`src/rtl/t03_player_anim_pkg.sv`:
```
// Shared types and constants for the player animation controller and sprite LUT.
package t03_pkg;

  typedef enum logic [1:0] {
    IDLE,
    WALK_A,
    WALK_B,
    ATTACK
  } anim_state_t;

  localparam logic [1:0] SPR_STAND  = 2'd0;
  localparam logic [1:0] SPR_STEP   = 2'd1;
  localparam logic [1:0] SPR_ATTACK = 2'd2;

  localparam int unsigned BTN_LEFT  = 0;
  localparam int unsigned BTN_RIGHT = 1;
  localparam int unsigned BTN_ATK   = 2;

  function automatic logic [1:0] sprite_of(anim_state_t s);
    logic [1:0] spr;
    unique case (s)
      WALK_A:  spr = SPR_STEP;
      ATTACK:  spr = SPR_ATTACK;
      default: spr = SPR_STAND;
    endcase
    return spr;
  endfunction

endpackage

```
`src/rtl/t03_player_anim_fsm.sv`:
```
// One player's animation FSM: pose counter, attack edge detect and facing register.
module t03_player_anim_fsm
  import t03_pkg::*;
#(
  parameter int unsigned WALK_FRAMES   = 8,
  parameter int unsigned ATTACK_FRAMES = 12,
  parameter logic        facing_rst    = 1'b0
) (
  input  logic       clk,
  input  logic       rst,
  input  logic       frame_tick,
  input  logic [2:0] btn,
  output logic [1:0] sprite,
  output logic       facing_left
);

  localparam logic [7:0] WalkLast = 8'(WALK_FRAMES - 1);
  localparam logic [7:0] AtkLast  = 8'(ATTACK_FRAMES - 1);

  anim_state_t state_q, state_d;
  logic [7:0]  cnt_q, cnt_d;
  logic        atk_prev_q, atk_prev_d;
  logic        left_q, left_d;
  logic        move;
  logic        atk_edge;

  assign move     = btn[BTN_LEFT] ^ btn[BTN_RIGHT];
  assign atk_edge = btn[BTN_ATK] & ~atk_prev_q;

  always_ff @(posedge clk or posedge rst) begin
    if (rst) begin
      state_q    <= IDLE;
      cnt_q      <= '0;
      atk_prev_q <= 1'b0;
      left_q     <= facing_rst;
    end else begin
      state_q    <= state_d;
      cnt_q      <= cnt_d;
      atk_prev_q <= atk_prev_d;
      left_q     <= left_d;
    end
  end

  always_comb begin
    state_d    = state_q;
    cnt_d      = cnt_q;
    atk_prev_d = atk_prev_q;
    left_d     = left_q;
    if (frame_tick) begin
      atk_prev_d = btn[BTN_ATK];
      // An attack runs to completion; buttons (including facing) are ignored meanwhile.
      if (state_q == ATTACK) begin
        if (cnt_q == AtkLast) begin
          state_d = IDLE;
          cnt_d   = '0;
        end else begin
          cnt_d = cnt_q + 8'd1;
        end
      end else if (atk_edge) begin
        state_d = ATTACK;
        cnt_d   = '0;
      end else if (move) begin
        left_d = btn[BTN_LEFT];
        if (state_q == IDLE) begin
          state_d = WALK_A;
          cnt_d   = '0;
        end else if (cnt_q == WalkLast) begin
          state_d = (state_q == WALK_A) ? WALK_B : WALK_A;
          cnt_d   = '0;
        end else begin
          cnt_d = cnt_q + 8'd1;
        end
      end else begin
        state_d = IDLE;
        cnt_d   = '0;
      end
    end
  end

  assign sprite      = sprite_of(state_q);
  assign facing_left = left_q;

endmodule

```
`src/rtl/t03_player_anim.sv`:
```
// Two-player animation controller: drives sprite selects and facing bits for the sprite LUT.
module t03_player_anim
  import t03_pkg::*;
#(
  parameter int unsigned WALK_FRAMES   = 8,
  parameter int unsigned ATTACK_FRAMES = 12
) (
  input  logic       clk,
  input  logic       rst,
  input  logic       frame_tick,
  input  logic [2:0] p1_btn,
  input  logic [2:0] p2_btn,
  output logic [3:0] player_state,
  output logic       p1Left,
  output logic       p2Left
);

  logic [1:0] p1_sprite;
  logic [1:0] p2_sprite;

  // Players start facing each other.
  t03_player_anim_fsm #(
    .WALK_FRAMES  (WALK_FRAMES),
    .ATTACK_FRAMES(ATTACK_FRAMES),
    .facing_rst   (1'b0)
  ) u_p1 (
    .clk        (clk),
    .rst        (rst),
    .frame_tick (frame_tick),
    .btn        (p1_btn),
    .sprite     (p1_sprite),
    .facing_left(p1Left)
  );

  t03_player_anim_fsm #(
    .WALK_FRAMES  (WALK_FRAMES),
    .ATTACK_FRAMES(ATTACK_FRAMES),
    .facing_rst   (1'b1)
  ) u_p2 (
    .clk        (clk),
    .rst        (rst),
    .frame_tick (frame_tick),
    .btn        (p2_btn),
    .sprite     (p2_sprite),
    .facing_left(p2Left)
  );

  assign player_state = {p2_sprite, p1_sprite};

endmodule

```
`config.mk`:
```
export PLATFORM = sky130hd
export DESIGN_NAME = t03_player_anim
export DESIGN_NICKNAME = d
export VERILOG_FILES = /design/src/rtl/t03_player_anim_pkg.sv /design/src/rtl/t03_player_anim_fsm.sv /design/src/rtl/t03_player_anim.sv
export SDC_FILE = /design/constraint.sdc
export NUM_CORES = 1
export LEC_CHECK = 0
export CORE_MARGIN = 4
export CORE_UTILIZATION = 40
export CTS_BUF_LIST = sky130_fd_sc_hd__clkbuf_16
export DETAILED_ROUTE_END_ITERATION = 8
export PLACE_DENSITY = 0.6
export SETUP_SLACK_MARGIN = 0.02
export SLEW_MARGIN = 20
export SYNTH_ARGS = -nofsm -noshare
export SYNTH_HDL_FRONTEND = slang
export SYNTH_SLANG_ARGS = --single-unit
```
`constraint.sdc`:
```
create_clock -name clk -period 2.41 [get_ports clk]
set_clock_uncertainty 0.15 [all_clocks]
set_input_delay 0.723 -clock clk [delete_from_list [all_inputs] [get_ports clk]]
set_output_delay 0.723 -clock clk [all_outputs]
set_load 0.01 [all_outputs]
```
==> flow_summary_export.csv <==
group,metric,value,unit
die,initial_utilization,42.1,%
synthesis,synth.ff_latch_count,24,
power,peakVddDrop,610,uV
sta,fmax,0.428,GHz
global_routing,grt_antenna_before_repair,0,
detailed_routing,firstDrtPassIters,4,
placed_design,port_buffers,14,
global_routing,grt_pass1_vias,1191,
worst_setup_path,crit_path_end_kind,"output pin",
synthesis,synth_sequential_area_ratio,41.8,%
final_layout,regArea,604,sq um
synthesis,yosysTopAreaCell,"dfrtp_1",
detailed_routing,vias,1224,
clock_tree,cts-resized-gates,2,
min_path,hold_path_class,"flop to flop",
worst_setup_path,path_max_fanout,6,
detailed_routing,wl_per_cell,13.8,um
worst_setup_path,crit_type,"flop to output pin",
status,status,"finished, final reports clean",
die,die_w,68.0,um
synthesis,synth.area.top_cells,"dfrtp_1 (40%), xor2_1 (4.9%), nand2_1 (4.7%)",
synthesis,synth_ff_type,"dfrtp_1",
placed_design,gp_congestion,0.787,
die,num_io_pins,15,
global_routing,grt_pass1_wl,5530,um
sta,slew_viol_final,0,
synthesis,synth_cells,151,
synthesis,syn-num-nets,162,
synthesis,async_flop_share,100,%
sta,post-route-min-period,2.34,ns
job,drv_cap,0,
detailed_routing,ant_nets,0,
power,total_power,1.76,mW
sta,worst_pin_slew,0.367,ns
power,power.leakage,0.812,nW
sta,finalSetupTns,0,ns
detailed_routing,drc_errors,0,
detailed_routing,routed_wl,3150,um
clock_tree,cts-buffers-inserted,3,
clock_tree,h-tree-depth,1,
clock_tree,clockBufferDepth,2,
worst_setup_path,critPathLaunchType,"flop",
die,core,3420,sq um
clock_tree,cts-hold-fix-buffers,0,
synthesis,synth_edf_count,0,
final_layout,antenna_cells,0,
final_layout,area_growth,27.8,%
sta,finalSetupViolCount,0,
clock_tree,clkTransAtPathRegs,0.06,ns
detailed_routing,dr.first_iter.drc_count,85,
sta,hold_violations,0,
die,rows,21,
clock_tree,clock_latency,0.26,ns
synthesis,syn-cell-area,1440,sq um
sta,relSlewSlack,75.5,%
min_path,hold_depth,2,
sta,whs,0.367,ns
die,dieHeight,68.0,um
global_routing,grt_usage,15.8,%
clock_tree,root_buffer,"clkbuf_16",
clock_tree,post_cts_buffers,0,
final_layout,layout-drive-gt1-share,20.9,%
worst_setup_path,reg2reg_depth,5,
power,power_density,955,nW/um^2
synthesis,ys_warn_count,0,
clock_tree,cts_tree,"built",
detailed_routing,vias_per_cell,5.37,
global_routing,grt_overflow,0,
clock_tree,cts_sinks,24,
worst_setup_path,cp.arrival,1.46,ns
global_routing,grt_max_degree,16,
placed_design,postPlaceCellArea,1730,sq um
synthesis,syn_avg_cell_area,9.53,sq um
sta,period_share,96.9,%
sta,grt_setup_unrepaired,"no",
final_layout,multiInputGateArea,782,sq um
final_layout,fillers,312,
synthesis,synthDominantCellAreaShare,40.0,%
synthesis,yosysUniqueCellTypes,40,
final_layout,layout.nets,194,
placed_design,dpl.hpwl,2330,um
worst_setup_path,cp_data_required_time,1.54,ns
die,dieArea,4620,sq um
final_layout,postLayoutCellArea,1840,sq um
==> layout by cell type (no fill, tap or decap), types with 5 or more instances in the layout <==
| cell | Yosys | final |
|---|---|---|
| a21oi_1 | 5 | 5 |
| buf_4 | 0 | 17 |
| clkdlybuf4s50_1 | 0 | 14 |
| dfrtp_1 | 23 | 21 |
| inv_1 | 5 | 5 |
| nand2_1 | 18 | 18 |
| nand4_1 | 5 | 5 |
| nor2_1 | 16 | 16 |
| o21ai_0 | 7 | 7 |
| xor2_1 | 8 | 8 |
==> report_power, final <==
part / internal [mW] / leakage, nW / switching [mW]
combinational: 0.359 / 0.450 / 0.309
clock: 0.330 / 0.0511 / 0.148
sequential: 0.486 / 0.310 / 0.127
==> flip-flops by register name, summed over array words and instances, names as in the netlist <==
signal	flops
u_p2.facing_left	1
u_p2.state_q	2
u_p1.cnt_q	8
u_p2.atk_prev_q	1
u_p2.cnt_q	8
u_p1.state_q	2
u_p1.atk_prev_q	1
u_p1.facing_left	1
==> worst paths after layout <==
kind / startpoint / endpoint / slack [ns]
hold reg to reg: u_p2.facing_left / u_p2.facing_left / 0.37
min in group asynchronous: rst / u_p1.cnt_q[3] / 0.58
hold / removal: u_p2.facing_left / u_p2.facing_left / 0.37
setup / recovery: u_p2.state_q[0] / player_state[3] / 0.07
setup reg to reg: u_p1.cnt_q[7] / u_p1.state_q[1] / 0.28
max in group asynchronous: rst / u_p1.state_q[1] / 0.98
==> per-layer routing <==
layer | track usage (%) | part of all wire, % | wire (um) | vias up
met3 | 3.78 | 2.9 | 90 | 6
met2 | 25.6 | 47 | 1480 | 20
met5 | 0 | 0 | 0 | -
li1 | - | - | - | 601
met4 | 4.96 | 1.4 | 44 | 0
met1 | 20.6 | 49 | 1530 | 597
==> metrics by stage <==
stage                     worst slack, ns  cells  util (%)
final                              0.0745    228      53.8
after global routing               0.0203    228      53.8
after CTS                          0.0658    228      53.8
after detailed placement          -0.0810    224      50.7
after global placement            -0.0608    224      50.7
after floorplan                     0.425    151         -
==> synthesized netlist by cell type, types with 4 or more instances <==
| master | instances |
|---|---|
| inv_1 | 5 |
| nor2b_1 | 4 |
| dfrtp_1 | 23 |
| nor2_1 | 16 |
| nand4_1 | 5 |
| nand2b_1 | 4 |
| xor2_1 | 8 |
| nand2_1 | 18 |
| a31oi_1 | 4 |
| nand3_1 | 4 |
| o21ai_0 | 7 |
| a21oi_1 | 5 |
==> worst max-delay path, stage by stage (launching register included) <==
cell and delay [ns]:
dfrtp_1 0.43, nand2_1 0.14, inv_1 0.10, clkdlybuf4s50_1 0.54
==> cell families (layout without fill, tap and decap cells) <==
kind of cell    after synthesis  in the layout  synth area share, %
compound gates               34             34                 19.3
flops                        24             24                 41.8
buf+inv                      10             41                 3.83
simple gates                 67             67                 23.8
xor+xnor                     10             10                 6.09
mux                           4              4                 3.39
fa+ha+maj                     2              2                 1.74
==> cell type report <==
class,count,area share [%]
multi-input combinational,117,42.5
sequential,24,32.9
timing repair buffer,31,14.6
clock buffer,3,4.08
tap,46,3.13
clock inverter,1,1.63
inverter,6,1.22
(Power assumes the default switching activity.)
